## src/rtl/interp_lin_param_pkg.sv

```systemverilog
// ---------------------------------------------------------------------------
// interp_pkg
// Shared types and helpers for the linear / zero-order-hold upsampler.
//   state_e    : segment FSM states (EMPTY, PRIME, RUN)
//   acc_ctrl_e : accumulator control issued by the FSM (hold / load / advance)
//   recip_f    : rounded fixed-point reciprocal round(2^frac_w / ratio)
//   sat_f      : clamp a signed value into a signed w-bit range
// ---------------------------------------------------------------------------
package interp_pkg;

    typedef enum logic [1:0] {
        ST_EMPTY = 2'd0,
        ST_PRIME = 2'd1,
        ST_RUN   = 2'd2
    } state_e;

    typedef enum logic [1:0] {
        ACC_HOLD    = 2'd0,
        ACC_LOAD    = 2'd1,
        ACC_ADVANCE = 2'd2
    } acc_ctrl_e;

    // Round-to-nearest reciprocal of the ratio in frac_w fractional bits.
    function automatic int recip_f(input int ratio, input int frac_w);
        longint num;
        num = (64'sd1 <<< frac_w) + longint'(ratio / 32'sd2);
        return int'(num / longint'(ratio));
    endfunction

    // Clamp v into [-2^(w-1), 2^(w-1)-1].
    function automatic logic signed [63:0] sat_f(input logic signed [63:0] v, input int w);
        logic signed [63:0] hi;
        logic signed [63:0] lo;
        hi = (64'sd1 <<< (w - 32'sd1)) - 64'sd1;
        lo = -(64'sd1 <<< (w - 32'sd1));
        if (v > hi) begin
            return hi;
        end else if (v < lo) begin
            return lo;
        end else begin
            return v;
        end
    endfunction

endpackage

```

## src/rtl/interp_lin_param_if.sv

```systemverilog
// ---------------------------------------------------------------------------
// interp_lin_param_if
// Sample stream bundle of the upsampler.
//   in_data / in_valid / in_ready : low-rate input handshake
//   out_data / out_valid          : high-rate interpolated output
// Modports: master = producer/consumer side, slave = the upsampler.
// ---------------------------------------------------------------------------
interface interp_lin_param_if #(
    parameter int DATA_W = 20
) ();
    logic signed [DATA_W-1:0] in_data;
    logic                     in_valid;
    logic                     in_ready;
    logic signed [DATA_W-1:0] out_data;
    logic                     out_valid;

    modport master (
        output in_data,
        output in_valid,
        input  in_ready,
        input  out_data,
        input  out_valid
    );

    modport slave (
        input  in_data,
        input  in_valid,
        output in_ready,
        output out_data,
        output out_valid
    );
endinterface

```

## src/rtl/interp_lin_param_step_acc.sv

```systemverilog
// ---------------------------------------------------------------------------
// interp_step_acc
// Fixed-point segment accumulator. The step is derived from the registered
// segment end points; the accumulator is loaded with (start << FRAC_W) at each
// segment start so no rounding error carries across segments.
// Ports:
//   clock, reset : high-rate clock, synchronous active-high reset
//   i_ctrl       : ACC_LOAD / ACC_ADVANCE / ACC_HOLD
//   i_start      : registered segment start sample
//   i_target     : registered segment end sample
//   i_load       : sample whose fixed-point value is loaded on ACC_LOAD
//   o_data       : registered, clamped integer part of the accumulator
// ---------------------------------------------------------------------------
module interp_step_acc
    import interp_pkg::*;
#(
    parameter int DATA_W = 20,
    parameter int RATIO  = 50,
    parameter int FRAC_W = 16
) (
    input  logic                     clock,
    input  logic                     reset,
    input  acc_ctrl_e                i_ctrl,
    input  logic signed [DATA_W-1:0] i_start,
    input  logic signed [DATA_W-1:0] i_target,
    input  logic signed [DATA_W-1:0] i_load,
    output logic signed [DATA_W-1:0] o_data
);
    localparam int ACC_W = DATA_W + FRAC_W + 2;
    localparam int RECIP = recip_f(RATIO, FRAC_W);
    localparam logic signed [ACC_W-1:0] RECIP_S = ACC_W'(RECIP);

    logic signed [DATA_W:0]    w_diff;
    logic signed [ACC_W-1:0]   w_diff_ext;
    logic signed [ACC_W-1:0]   w_step;
    logic signed [ACC_W-1:0]   w_load_acc;
    logic signed [ACC_W-1:0]   w_acc_next;
    logic signed [ACC_W-1:0]   w_shifted;
    logic signed [DATA_W-1:0]  w_out_next;
    logic signed [ACC_W-1:0]   r_acc;
    logic signed [DATA_W-1:0]  r_out;

    // Step per output sample from the registered end points.
    always_comb begin
        w_diff     = $signed({i_target[DATA_W-1], i_target}) - $signed({i_start[DATA_W-1], i_start});
        w_diff_ext = ACC_W'(w_diff);
        w_step     = w_diff_ext * RECIP_S;
        w_load_acc = ACC_W'(i_load) <<< FRAC_W;
    end

    // Next accumulator value and its clamped integer part.
    always_comb begin
        w_acc_next = r_acc;
        case (i_ctrl)
            ACC_LOAD:    w_acc_next = w_load_acc;
            ACC_ADVANCE: w_acc_next = r_acc + w_step;
            ACC_HOLD:    w_acc_next = r_acc;
            default:     w_acc_next = r_acc;
        endcase
        // Arithmetic shift floors toward minus infinity.
        w_shifted  = w_acc_next >>> FRAC_W;
        w_out_next = DATA_W'(sat_f(64'(w_shifted), DATA_W));
    end

    // Accumulator and output register; output tracks the accumulator's new value.
    always_ff @(posedge clock) begin
        if (reset) begin
            r_acc <= {ACC_W{1'b0}};
            r_out <= {DATA_W{1'b0}};
        end else begin
            r_acc <= w_acc_next;
            r_out <= w_out_next;
        end
    end

    assign o_data = r_out;

endmodule

```

## src/rtl/interp_lin_param.sv

```systemverilog
// ---------------------------------------------------------------------------
// interp_lin_param
// Linear / zero-order-hold upsampler: RATIO output samples per accepted input
// sample. Each segment starts exactly on an input sample. A one-deep buffer
// holds the next target; if none is available at a segment end the block
// repeats the last target (flat segment) and flags an underrun.
// Ports:
//   clock, reset        : high-rate clock, synchronous active-high reset
//   bus (slave)         : in_data/in_valid/in_ready, out_data/out_valid
//   i_mode              : 0 = linear, 1 = hold; sampled at each segment start
//   o_underrun          : one-cycle pulse on a missing sample at segment end
//   o_underrun_sticky   : set by any underrun, cleared only by reset
//   o_underrun_cnt      : saturating underrun count (only when the macro
//                         INTERP_UNDERRUN_CNT_EN is defined)
// ---------------------------------------------------------------------------
module interp_lin_param
    import interp_pkg::*;
#(
    parameter int DATA_W = 20,
    parameter int RATIO  = 50,
    parameter int FRAC_W = 16
) (
    input  logic                 clock,
    input  logic                 reset,
    interp_lin_param_if.slave    bus,
    input  logic                 i_mode,
    output logic                 o_underrun,
    output logic                 o_underrun_sticky
`ifdef INTERP_UNDERRUN_CNT_EN
    ,
    output logic [15:0]          o_underrun_cnt
`endif
);
    localparam int PH_W = $clog2(RATIO);
    localparam logic [PH_W-1:0] PH_LAST = PH_W'(RATIO - 1);

    state_e                   r_state;
    state_e                   w_state_next;
    logic signed [DATA_W-1:0] r_start;
    logic signed [DATA_W-1:0] w_start_next;
    logic signed [DATA_W-1:0] r_target;
    logic signed [DATA_W-1:0] w_target_next;
    logic signed [DATA_W-1:0] r_buf;
    logic signed [DATA_W-1:0] w_buf_next;
    logic                     r_buf_valid;
    logic                     w_buf_valid_next;
    logic [PH_W-1:0]          r_ph;
    logic [PH_W-1:0]          w_ph_next;
    logic                     r_mode;
    logic                     w_mode_next;
    logic                     r_out_valid;
    logic                     r_underrun;
    logic                     r_sticky;
    logic                     w_underrun_ev;
    logic                     w_in_ready;
    logic                     w_xfer;
    acc_ctrl_e                w_ctrl;
    logic signed [DATA_W-1:0] w_load;
    logic signed [DATA_W-1:0] w_out_data;

    // Input is accepted in EMPTY/PRIME always, in RUN only while the buffer is free.
    always_comb begin
        if (r_state == ST_RUN) begin
            w_in_ready = ~r_buf_valid;
        end else begin
            w_in_ready = 1'b1;
        end
    end

    assign w_xfer = bus.in_valid & w_in_ready;

    // Next-state, segment bookkeeping and accumulator control.
    always_comb begin
        w_state_next     = r_state;
        w_start_next     = r_start;
        w_target_next    = r_target;
        w_buf_next       = r_buf;
        w_buf_valid_next = r_buf_valid;
        w_ph_next        = r_ph;
        w_mode_next      = r_mode;
        w_ctrl           = ACC_HOLD;
        w_load           = r_target;
        w_underrun_ev    = 1'b0;
        case (r_state)
            ST_EMPTY: begin
                if (w_xfer) begin
                    w_start_next = bus.in_data;
                    w_state_next = ST_PRIME;
                end else begin
                    w_state_next = ST_EMPTY;
                end
            end
            ST_PRIME: begin
                if (w_xfer) begin
                    w_target_next = bus.in_data;
                    w_ctrl        = ACC_LOAD;
                    w_load        = r_start;
                    w_ph_next     = {PH_W{1'b0}};
                    w_mode_next   = i_mode;
                    w_state_next  = ST_RUN;
                end else begin
                    w_state_next = ST_PRIME;
                end
            end
            ST_RUN: begin
                if (r_ph == PH_LAST) begin
                    // Segment end: the old target becomes the new start in every case.
                    w_start_next = r_target;
                    w_ctrl       = ACC_LOAD;
                    w_load       = r_target;
                    w_ph_next    = {PH_W{1'b0}};
                    w_mode_next  = i_mode;
                    if (r_buf_valid) begin
                        w_target_next    = r_buf;
                        w_buf_valid_next = 1'b0;
                    end else if (w_xfer) begin
                        // Bypass: a sample arriving exactly now goes straight to target.
                        w_target_next = bus.in_data;
                    end else begin
                        // Target unchanged -> flat segment at the last sample.
                        w_underrun_ev = 1'b1;
                    end
                end else begin
                    w_ph_next = r_ph + PH_W'(1'b1);
                    if (r_mode) begin
                        w_ctrl = ACC_HOLD;
                    end else begin
                        w_ctrl = ACC_ADVANCE;
                    end
                    if (w_xfer) begin
                        w_buf_next       = bus.in_data;
                        w_buf_valid_next = 1'b1;
                    end else begin
                        w_buf_valid_next = r_buf_valid;
                    end
                end
            end
            default: begin
                w_state_next = ST_EMPTY;
            end
        endcase
    end

    // State, segment and status registers.
    always_ff @(posedge clock) begin
        if (reset) begin
            r_state     <= ST_EMPTY;
            r_start     <= {DATA_W{1'b0}};
            r_target    <= {DATA_W{1'b0}};
            r_buf       <= {DATA_W{1'b0}};
            r_buf_valid <= 1'b0;
            r_ph        <= {PH_W{1'b0}};
            r_mode      <= 1'b0;
            r_out_valid <= 1'b0;
            r_underrun  <= 1'b0;
            r_sticky    <= 1'b0;
        end else begin
            r_state     <= w_state_next;
            r_start     <= w_start_next;
            r_target    <= w_target_next;
            r_buf       <= w_buf_next;
            r_buf_valid <= w_buf_valid_next;
            r_ph        <= w_ph_next;
            r_mode      <= w_mode_next;
            r_out_valid <= (w_state_next == ST_RUN);
            r_underrun  <= w_underrun_ev;
            r_sticky    <= r_sticky | w_underrun_ev;
        end
    end

`ifdef INTERP_UNDERRUN_CNT_EN
    logic [15:0] r_underrun_cnt;

    // Saturating underrun counter.
    always_ff @(posedge clock) begin
        if (reset) begin
            r_underrun_cnt <= 16'h0000;
        end else if (w_underrun_ev && (r_underrun_cnt != 16'hFFFF)) begin
            r_underrun_cnt <= r_underrun_cnt + 16'h0001;
        end else begin
            r_underrun_cnt <= r_underrun_cnt;
        end
    end

    assign o_underrun_cnt = r_underrun_cnt;
`endif

    interp_step_acc #(
        .DATA_W (DATA_W),
        .RATIO  (RATIO),
        .FRAC_W (FRAC_W)
    ) u_step_acc (
        .clock    (clock),
        .reset    (reset),
        .i_ctrl   (w_ctrl),
        .i_start  (r_start),
        .i_target (r_target),
        .i_load   (w_load),
        .o_data   (w_out_data)
    );

    assign bus.in_ready       = w_in_ready;
    assign bus.out_data       = w_out_data;
    assign bus.out_valid      = r_out_valid;
    assign o_underrun         = r_underrun;
    assign o_underrun_sticky  = r_sticky;

endmodule

```

## src/flat_wrapper.sv

```systemverilog
// flat-port wrapper written by rule: the top's interface ports become plain ports
module interp_lin_param_flat import interp_pkg::*;
#(
    parameter int DATA_W = 20,
    parameter int RATIO  = 50,
    parameter int FRAC_W = 16
)
  (clock, reset, i_mode, o_underrun, o_underrun_sticky, bus_in_data, bus_in_valid, bus_in_ready, bus_out_data, bus_out_valid);
  interp_lin_param_if #(.DATA_W(DATA_W)) bus_i ();
  input  logic clock;
  input  logic reset;
  input  logic i_mode;
  output logic o_underrun;
  output logic o_underrun_sticky;
  input wire logic [$bits(bus_i.in_data)-1:0] bus_in_data;
  input wire logic [$bits(bus_i.in_valid)-1:0] bus_in_valid;
  output wire logic [$bits(bus_i.in_ready)-1:0] bus_in_ready;
  output wire logic [$bits(bus_i.out_data)-1:0] bus_out_data;
  output wire logic [$bits(bus_i.out_valid)-1:0] bus_out_valid;
  assign bus_i.in_data = bus_in_data;
  assign bus_i.in_valid = bus_in_valid;
  assign bus_in_ready = bus_i.in_ready;
  assign bus_out_data = bus_i.out_data;
  assign bus_out_valid = bus_i.out_valid;
  interp_lin_param #(.DATA_W(DATA_W), .RATIO(RATIO), .FRAC_W(FRAC_W)) u_core (.clock(clock), .reset(reset), .bus(bus_i), .i_mode(i_mode), .o_underrun(o_underrun), .o_underrun_sticky(o_underrun_sticky));
endmodule
```

## config.mk

```make
export PLATFORM = sky130hd
export DESIGN_NAME = interp_lin_param_flat
export DESIGN_NICKNAME = d
export VERILOG_FILES = /design/src/rtl/interp_lin_param_pkg.sv /design/src/rtl/interp_lin_param_if.sv /design/src/rtl/interp_lin_param_step_acc.sv /design/src/rtl/interp_lin_param.sv /design/src/flat_wrapper.sv
export SDC_FILE = /design/constraint.sdc
export NUM_CORES = 1
export LEC_CHECK = 0
export ABC_AREA = 1
export BUFFER_PORTS_ARGS = -buffer_cell sky130_fd_sc_hd__buf_2
export CAP_MARGIN = 0
export CORE_UTILIZATION = 55
export DETAILED_ROUTE_END_ITERATION = 16
export PLACE_DENSITY = 0.72
export SLEW_MARGIN = 25
export SYNTH_ARGS = -nofsm -noshare
export SYNTH_HDL_FRONTEND = slang
export SYNTH_SLANG_ARGS = --single-unit
```

## constraint.sdc

```tcl
create_clock -name clock -period 7.3 [get_ports clock]
set_input_delay 0.73 -clock clock [delete_from_list [all_inputs] [get_ports clock]]
set_output_delay 0.73 -clock clock [all_outputs]
set_load 0.02 [all_outputs]
```

==> impl_metrics.py, run 1 <==
metrics = {
    "place": {
        "numPortBuffers": 47,
        "dp_hpwl_um": 30800,
        "gp_congestion": 0.964,
        "placed_area_um2": 14400,
    },
    "timing": {
        "fin_crit_sh_pct": 96.3,
        "relSlewSlack_pct": 39.1,
        "finalSetupViolCount": 0,
        "timing_worst_slew_pin_value_ns": 0.912,
        "setup_tns_ns": 0,
        "clock_skew_ns": 0.0202,
        "hold_violations": 0,
        "max_freq_mhz": 142,
        "min_period_ns": 7.03,
        "drv_slew": 0,
    },
    "run": {
        "drv_cap": 0,
    },
    "hold_path": {
        "min_path_type": "flop to flop",
        "hold_depth": 2,
        "min_to": "u_core.r_buf[16]$_SDFFE_PP0P_",
        "min_from": "u_core.r_buf[16]$_SDFFE_PP0P_",
    },
    "yosys": {
        "synthTopCellsByCount": "inv_1 (425), nand2_1 (357), ha_1 (158)",
        "ys_ff_latch": 131,
        "yosys.area.top_type": "dfxtp_1",
        "synth.most_common_cell": "inv_1",
        "netlist_area_um2": 13800,
        "ys_seq_area_share_pct": 19.0,
        "synth_edf_count": 0,
        "synth_area_leaders": "dfxtp_1 (19%), fa_1 (18%), ha_1 (14%), inv_1 (12%), nand2_1 (9.7%)",
        "avgSynthCellArea_um2": 7.37,
        "synth_top_area_share_pct": 19.0,
        "syn_inst": 1872,
        "synth_nets": 2180,
        "synth.distinct_cells": 50,
        "synthFlopType": "dfxtp_1",
        "postSynth.asyncResetShare_pct": 0,
        "yosysWarnings": 0,
    },
    "final_layout": {
        "num_antenna_cells": 0,
        "nets": 2228,
        "multi_input_area_um2": 9660,
        "drive_above_1_share_pct": 10.3,
        "final_util_pct": 62.8,
        "syn_to_final_growth_pct": 11.3,
        "seqCellArea_um2": 2620,
        "finalInstanceArea_um2": 15400,
        "fillers": 2233,
    },
    "clocking": {
        "clockBufferDepth": 2,
        "cts_tree": "done",
        "cts_max_level": 4,
        "cts_root_buf": "clkbuf_16",
        "postCtsHoldBufs": 0,
        "cts_buffers": 17,
        "clock_latency_ns": 0.44,
        "clkSlewWorstSetupHoldPaths_ns": 0.07,
        "cts_sinks": 131,
    },
    "setup_path": {
        "r2r_slack_ns": 0.27,
        "arrival_ns": 7.42,
        "critical_path_buf_inv_count": 8,
        "required_ns": 7.68,
        "r2r-end": "u_core.u_step_acc.o_data[7]$_SDFF_PP0_",
        "max_stage_delay_ns": 0.54,
        "reg2reg_depth": 35,
        "cpLargestDelayFamily": "adder cells",
        "worstPathMaxFanout": 19,
        "r2r-start": "u_core.r_target[0]$_SDFFE_PP0P_",
        "cp_slowest_cell": "fa_1",
        "path_depth": 35,
        "start_kind": "flop",
        "crit_type": "flop to flop",
        "crit_path_end_kind": "flop",
    },
    "route": {
        "drt-initial-drc-count": 808,
        "drcViolationCount": 0,
        "drt_pass1_iterations": 5,
        "vias": 12232,
        "drtAntennaViolNets": 0,
        "drt-vias-per-instance": 5.42,
        "totalWireLength_um": 38900,
        "wire_per_inst_um": 17.3,
    },
    "global_route": {
        "grt_max_degree": 56,
        "grt_antenna_before_repair": 0,
        "grt_use_total_pct": 31.0,
        "grt_pass1_wl_um": 62400,
        "globalRoute.totalOverflow": 0,
        "grt_pass1_vias": 12036,
    },
    "floorplan": {
        "die_height_um": 160,
        "num_io_pins": 48,
        "num_rows": 57,
        "fp.dieW_um": 160,
        "die_area_um2": 25700,
        "initial_core_util_pct": 56.4,
        "core-area_um2": 24500,
    },
    "outcome": {
        "status": "finished clean",
    },
}
-- layer usage --
metal	vias to the layer above	global-route usage (%)	share of wire [%]
met5	-	0	0
met4	0	11.2	3.4
met3	71	5.53	6.8
met2	406	49.8	45
met1	5777	41.6	45
li1	5978	-	-
-- cells in the final DEF, fill, tap and decap left out, types with 8 or more instances in the layout --
| master | instances |
|---|---|
| a21oi_2 | 12 |
| xnor2_1 | 8 |
| a31oi_1 | 25 |
| xor2_1 | 22 |
| o21ai_0 | 128 |
| buf_2 | 47 |
| nor2_1 | 91 |
| inv_1 | 425 |
| o21bai_1 | 9 |
| clkbuf_16 | 17 |
| ha_1 | 150 |
| o211ai_1 | 9 |
| nand4_1 | 11 |
| fa_1 | 126 |
| buf_4 | 27 |
| a21oi_1 | 136 |
| or2_2 | 12 |
| a32o_1 | 9 |
| nand2_2 | 15 |
| nand2_1 | 354 |
| nand3_1 | 47 |
| dfxtp_1 | 131 |
-- worst register-to-register path: cells and delay by family, from the launching register on --
kind	cells	cell delay, ns
buffers and inverters	8	0.72
AO/OA/AOI/OAI	3	0.52
flip-flops	1	0.35
adder cells (fa/ha/maj)	8	3.50
XOR/XNOR	1	0.10
AND/OR/NAND/NOR	15	1.78
-- cell families after synthesis --
| group | count (synthesis) | share of synthesized area (%) |
|---|---|---|
| AO/OA/AOI/OAI | 368 | 14.9 |
| buffers and inverters | 481 | 13.3 |
| adder cells (fa/ha/maj) | 284 | 32.6 |
| flip-flops | 131 | 19.0 |
| XOR/XNOR | 38 | 2.52 |
| AND/OR/NAND/NOR | 570 | 17.7 |
-- how the worst max path moves through the flow --
stage,from,end,slack (ns)
after detailed placement,u_core.r_target[0]$_SDFFE_PP0P_,u_core.u_step_acc.o_data[15]$_SDFF_PP0_,0.04
after global placement,u_core.r_target[0]$_SDFFE_PP0P_,u_core.u_step_acc.o_data[17]$_SDFF_PP0_,0.11
final,u_core.r_target[0]$_SDFFE_PP0P_,u_core.u_step_acc.o_data[7]$_SDFF_PP0_,0.27
after CTS,u_core.r_target[0]$_SDFFE_PP0P_,u_core.u_step_acc.o_data[15]$_SDFF_PP0_,0.02
after global routing,u_core.r_target[0]$_SDFFE_PP0P_,u_core.u_step_acc.o_data[16]$_SDFF_PP0_,-0.08
after floorplan,u_core.r_target[0]$_SDFFE_PP0P_,u_core.u_step_acc.o_data[11]$_SDFF_PP0_,0.67
-- final cells by class --
class,instances,share of cell area (%)
Timing Repair Buffer,75,2.98
Clock inverter,14,1.08
Clock buffer,18,2.79
Tap cell,324,2.64
Sequential cell,131,17.1
Multi-Input combinational cell,1263,62.9
Inverter,432,10.6
-- per-stage QoR --
stage / worst slack [ns] / hold slack (ns) / cells
3_3_place_gp: 0.111 / 0.435 / 2215
6_report: 0.269 / 0.451 / 2257
3_5_place_dp: 0.0411 / 0.443 / 2215
5_1_grt: -0.0839 / 0.479 / 2257
4_1_cts: 0.0181 / 0.453 / 2247
2_1_floorplan: 0.673 / 0.425 / 1872
-- flip-flops by register name, summed over array words and instances, names as in the netlist --
name	flops
u_core.r_buf_valid	1
u_core.u_step_acc.r_acc	38
u_core.r_state	2
u_core.r_ph	6
u_core.r_mode	1
u_core.o_underrun	1
u_core.r_buf	20
u_core.u_step_acc.o_data	20
u_core.o_underrun_sticky	1
u_core.r_target	20
u_core.r_start	20
u_core.bus.out_valid	1
-- repair_timing --
item	CTS	global route
setup buffers	0	7
setup endpoints to repair	0	40
gates resized for setup	0	50
Power of run 1 is not shown: default switching activity piles up to over one toggle a cycle in this logic, so the estimate is an artifact.
==> run 2, diff against run 1 <==
Settings changed: GPL_ROUTABILITY_DRIVEN set to 1, SYNTH_HIERARCHICAL set to 1.
==> run 2 against run 1 <==
- synthesized area increased by 3.9%
- fmax grew 1.8%
- synthesized cell count grew 8.9%
- first-iteration DRC count grew 16%
- sequential share of layout area decreased by 0.40 points
- cell count is 7.6% higher
==> impl_metrics.py, run 2 <==
metrics = {
    "outcome": {
        "status": "finished clean",
    },
    "yosys": {
        "synth_area_leaders": "dfxtp_1 (18%), fa_1 (18%), ha_1 (14%), nand2_1 (13%), inv_1 (11%)",
        "ys_ff_latch": 131,
        "netlist_area_um2": 14300,
        "synth_top_area_share_pct": 18.3,
        "synth_nets": 2347,
        "syn_inst": 2039,
        "synth.most_common_cell": "nand2_1",
        "postSynth.asyncResetShare_pct": 0,
        "yosysWarnings": 6,
        "synthFlopType": "dfxtp_1",
        "synthTopCellsByCount": "nand2_1 (500), inv_1 (413), nor2_1 (171)",
        "yosys.area.top_type": "dfxtp_1",
        "synth_edf_count": 0,
        "synth.distinct_cells": 47,
        "avgSynthCellArea_um2": 7.03,
        "ys_seq_area_share_pct": 18.3,
    },
    "final_layout": {
        "largest_reg_flops": 38,
        "syn_to_final_growth_pct": 9.78,
        "regMostFlops": "u_core/u_step_acc/r_acc",
        "layout_common_cells": "nand2_1 (497), inv_1 (413), nor2_1 (167), ha_1 (153), a21oi_1 (131)",
        "mostFrequentLayoutCell": "nand2_1",
        "nets": 2393,
        "drive_above_1_share_pct": 9.72,
    },
    "route": {
        "drt-initial-drc-count": 937,
        "drcViolationCount": 0,
        "vias": 12866,
        "totalWireLength_um": 39600,
        "drt-vias-per-instance": 5.30,
        "drt_pass1_iterations": 5,
        "wire_per_inst_um": 16.3,
        "drtAntennaViolNets": 0,
    },
    "setup_path": {
        "crit_top_cell": "nand2_1",
        "crit_path_end_kind": "flop",
        "arrival_ns": 7.27,
        "required_ns": 7.66,
        "crit_type": "flop to flop",
        "r2r-start": "u_core/r_start[11]$_SDFFE_PP0P_",
        "start_kind": "flop",
        "max_stage_delay_ns": 0.54,
        "crit_path_start": "u_core/r_start[11]$_SDFFE_PP0P_",
        "worstPathMaxFanout": 7,
        "cp_slowest_cell": "fa_1",
    },
    "clocking": {
        "cts_sinks": 131,
        "postCtsHoldBufs": 0,
        "clockBufferDepth": 2,
        "clkSlewWorstSetupHoldPaths_ns": 0.07,
        "clock_latency_ns": 0.43,
        "cts_root_buf": "clkbuf_16",
        "cts_max_level": 4,
        "cts_tree": "done",
        "cts_buffers": 17,
    },
    "hold_path": {
        "min_from": "u_core/u_step_acc/r_acc[2]$_SDFFE_PP0N_",
        "min_path_type": "flop to flop",
    },
    "floorplan": {
        "core-area_um2": 25400,
        "num_io_pins": 48,
        "fp.dieW_um": 163,
        "die_height_um": 163,
        "die_area_um2": 26700,
        "num_rows": 58,
        "initial_core_util_pct": 56.5,
    },
    "timing": {
        "max_freq_mhz": 145,
        "setup_ws_ns": 0.391,
        "timing_worst_slew_pin_value_ns": 1.11,
        "drv_slew": 0,
        "hold_violations": 0,
        "fin_crit_sh_pct": 94.6,
        "finalSetupViolCount": 0,
        "relSlewSlack_pct": 26.0,
        "min_period_ns": 6.91,
        "clock_skew_ns": 0.0203,
    },
    "global_route": {
        "grt_max_degree": 54,
        "grt_use_total_pct": 30.5,
        "grt_pass1_wl_um": 63400,
        "globalRoute.totalOverflow": 0,
        "grt_antenna_before_repair": 1,
        "grt_pass1_vias": 12413,
    },
    "place": {
        "gp_congestion": 0.951,
        "numPortBuffers": 47,
        "dp_hpwl_um": 30600,
        "pre_cts_ws_ns": 0.250,
    },
    "run": {
        "drv_cap": 0,
    },
}
## run 2: cell types whose count changed in the layout (fill, tap and decap cells not counted), sizes merged, moves of 9 or more
cell and change:
a21boi +14, a31oi -21, a32o -9, inv -9, nand2 +147, nand3 +44, nor2 +82, o21ai -48
## run 2: layout make-up
cell class	count	area (µm²)
Antenna cell	1	2.50
Clock buffer	17	425
Clock inverter	15	188
Fill cell	2365	9660
Inverter	424	1590
Multi-Input combinational cell	1438	10100
Sequential cell	131	2620
Tap cell	330	413
Timing Repair Buffer	73	443
## run 2: worst paths after layout
check | endpoint | slack, ns | cells past startpoint
worst min register to register | u_core/u_step_acc/r_acc[2]$_SDFFE_PP0N_ | 0.46 | 2
worst max register to register | u_core/u_step_acc/o_data[18]$_SDFF_PP0_ | 0.39 | 35
worst max-delay path | u_core/u_step_acc/o_data[18]$_SDFF_PP0_ | 0.39 | 35
worst min-delay path | u_core/u_step_acc/r_acc[2]$_SDFFE_PP0N_ | 0.46 | 2
## run 2: critical path, delay by kind of cell (launching register included)
family	cells	cell delay, ns
adders and majority gates	7	3.29
and+or+nand+nor	19	2.36
buffers and inverters	8	0.62
DFF	1	0.36
AOI/OAI and AO/OA	1	0.21
## run 2: what timing repair did
action	CTS	global route
resized for setup	0	43
setup endpoints to repair	0	24
setup buffers	0	4
## run 2: logic make-up (layout without fill, tap and decap cells)
kind of cell,after synthesis,after routing,synth area share [%]
XOR/XNOR,31,31,1.89
AND/OR/NAND/NOR,838,843,24.6
AO/OA/AOI/OAI,280,280,10.8
other,0,1,0
flip-flops,131,131,18.3
buffers and inverters,475,529,13.1
adder cells (fa/ha/maj),284,284,31.4
## run 2: per-layer routing
layer,track usage (%),part of all wire (%)
met3,4.49,7.1
met2,48.7,44
met4,9.97,2.7
met5,0,0.033
met1,42.3,46
## run 2: per-stage QoR
stage | area (µm²) | hold WS (ns) | TNS [ns] | cells | util, %
2_1_floorplan | 14300 | 0.436 | 0 | 2039 | -
3_3_place_gp | 14900 | 0.441 | 0 | 2387 | 58.5
3_5_place_dp | 14900 | 0.452 | 0 | 2387 | 58.5
4_1_cts | 15500 | 0.463 | 0 | 2419 | 61.0
5_1_grt | 15700 | 0.486 | -0.316 | 2428 | 62.0
6_report | 15700 | 0.460 | 0 | 2429 | 62.0
Power of run 2 is left out for the same reason.
==> run 3, diff against run 2 <==
Settings changed: PLACE_DENSITY 0.72 to 0.69.
==> run 3 against run 2 <==
- fmax is 0.16% lower
- clock skew is 0.0049 ns higher
- first-iteration DRC count is 0.43% higher
- flip-flop and latch count stayed put
- critical path depth is 3 lower
- non-clock buffer count is 4 lower
- highest routed layer is now met4
==> impl_metrics.py, run 3 (synthesized netlist as in run 2, its figures left out) <==
metrics = {
    "floorplan": {
        "die_height_um": 163,
        "initial_core_util_pct": 56.5,
        "die_area_um2": 26700,
        "num_io_pins": 48,
        "core-area_um2": 25400,
        "fp.dieW_um": 163,
        "num_rows": 58,
    },
    "final_layout": {
        "mostFrequentLayoutCell": "nand2_1",
        "layout_common_cells": "nand2_1 (498), inv_1 (413), nor2_1 (166), ha_1 (154)",
        "multi_input_area_um2": 10100,
        "syn_to_final_growth_pct": 9.40,
        "nets": 2387,
        "drive_above_1_share_pct": 9.51,
        "fin_cells": 2422,
        "largest_reg_flops": 38,
        "num_antenna_cells": 0,
        "seqCellArea_um2": 2620,
        "fillers": 2409,
        "regMostFlops": "u_core/u_step_acc/r_acc",
        "finalInstanceArea_um2": 15700,
    },
    "global_route": {
        "grt_use_total_pct": 30.8,
        "grt_pass1_vias": 12264,
        "grt_antenna_before_repair": 0,
        "globalRoute.totalOverflow": 0,
        "grt_pass1_wl_um": 63600,
        "grt_max_degree": 52,
    },
    "timing": {
        "drv_slew": 0,
        "timing_worst_slew_pin_value_ns": 1.01,
        "setup_tns_ns": 0,
        "min_period_ns": 6.92,
        "whs_ns": 0.454,
        "finalSetupViolCount": 0,
        "relSlewSlack_pct": 32.6,
        "fin_crit_sh_pct": 94.8,
        "max_freq_mhz": 145,
        "clock_skew_ns": 0.0252,
        "hold_violations": 0,
    },
    "setup_path": {
        "required_ns": 7.67,
        "arrival_ns": 7.29,
        "cp_slowest_cell": "fa_1",
        "start_kind": "flop",
        "crit_type": "flop to flop",
        "crit_path_end_kind": "flop",
        "critical_path_buf_inv_count": 7,
        "worstPathMaxFanout": 7,
        "max_stage_delay_ns": 0.53,
        "cpLargestDelayFamily": "adder cells",
    },
    "clocking": {
        "clockBufferDepth": 2,
        "cts_max_level": 4,
        "postCtsHoldBufs": 0,
        "clock_latency_ns": 0.44,
        "cts_buffers": 17,
        "cts_tree": "done",
        "clkSlewWorstSetupHoldPaths_ns": 0.07,
        "cts_sinks": 131,
        "cts_root_buf": "clkbuf_16",
    },
    "route": {
        "wire_per_inst_um": 16.4,
        "drtAntennaViolNets": 0,
        "vias": 12802,
        "drt_pass1_iterations": 8,
        "drcViolationCount": 0,
        "drt-initial-drc-count": 941,
        "totalWireLength_um": 39800,
        "drt-vias-per-instance": 5.29,
    },
    "place": {
        "dp_hpwl_um": 30900,
        "numPortBuffers": 47,
        "placed_area_um2": 14900,
        "gp_congestion": 1.01,
        "dp_cells": 2385,
    },
    "run": {
        "drv_cap": 0,
    },
    "outcome": {
        "status": "finished clean",
    },
    "hold_path": {
        "min_path_type": "flop to flop",
    },
}
run 3: layout make-up:
class | count | area share (%)
clock buffers | 18 | 2.74
clock inverters | 14 | 0.909
inverters | 424 | 10.2
multi-input cells | 1436 | 64.3
flip-flops and latches | 131 | 16.7
well taps | 330 | 2.63
repair buffers | 69 | 2.55
run 3: worst register-to-register path, delay by kind of cell, from the launching register on:
kind | cells | cell delay, ns
AOI/OAI and AO/OA | 1 | 0.20
xor gates and xnor gates | 1 | 0.20
adders and majority gates | 7 | 3.12
buffers and inverters | 7 | 0.68
DFF | 1 | 0.37
and+or+nand+nor | 16 | 2.32
run 3: final timing paths:
check	startpoint	end	slack (ns)	depth (start not counted)
worst max register to register	u_core/r_start[9]$_SDFFE_PP0P_	u_core/u_step_acc/o_data[3]$_SDFF_PP0_	0.38	32
worst max-delay path	u_core/r_start[9]$_SDFFE_PP0P_	u_core/u_step_acc/o_data[3]$_SDFF_PP0_	0.38	32
worst min-delay path	u_core/o_underrun_sticky$_SDFF_PP0_	u_core/o_underrun_sticky$_SDFF_PP0_	0.45	2
worst min register to register	u_core/o_underrun_sticky$_SDFF_PP0_	u_core/o_underrun_sticky$_SDFF_PP0_	0.45	2
run 3: per-stage QoR:
step	setup WS (ns)	utilization, %
6_report	0.380	61.8
3_3_place_gp	0.291	58.5
2_1_floorplan	0.566	-
5_1_grt	-0.0184	61.8
4_1_cts	0.152	60.7
3_5_place_dp	0.172	58.5
run 3: timing repair:
item	4_1_cts	5_1_grt
setup buffers	0	2
hold endpoints to repair	0	0
resized for setup	0	48
setup endpoints to repair	0	33
run 3: layer usage:
layer | global-route usage [%] | up-vias | routed length, µm
met2 | 49.0 | 387 | 17700
met5 | 0 | - | 0
met3 | 5.21 | 45 | 2850
met4 | 8.21 | 0 | 777
met1 | 43.0 | 6009 | 18400
li1 | - | 6361 | -
Power of run 3 is left out for the same reason.
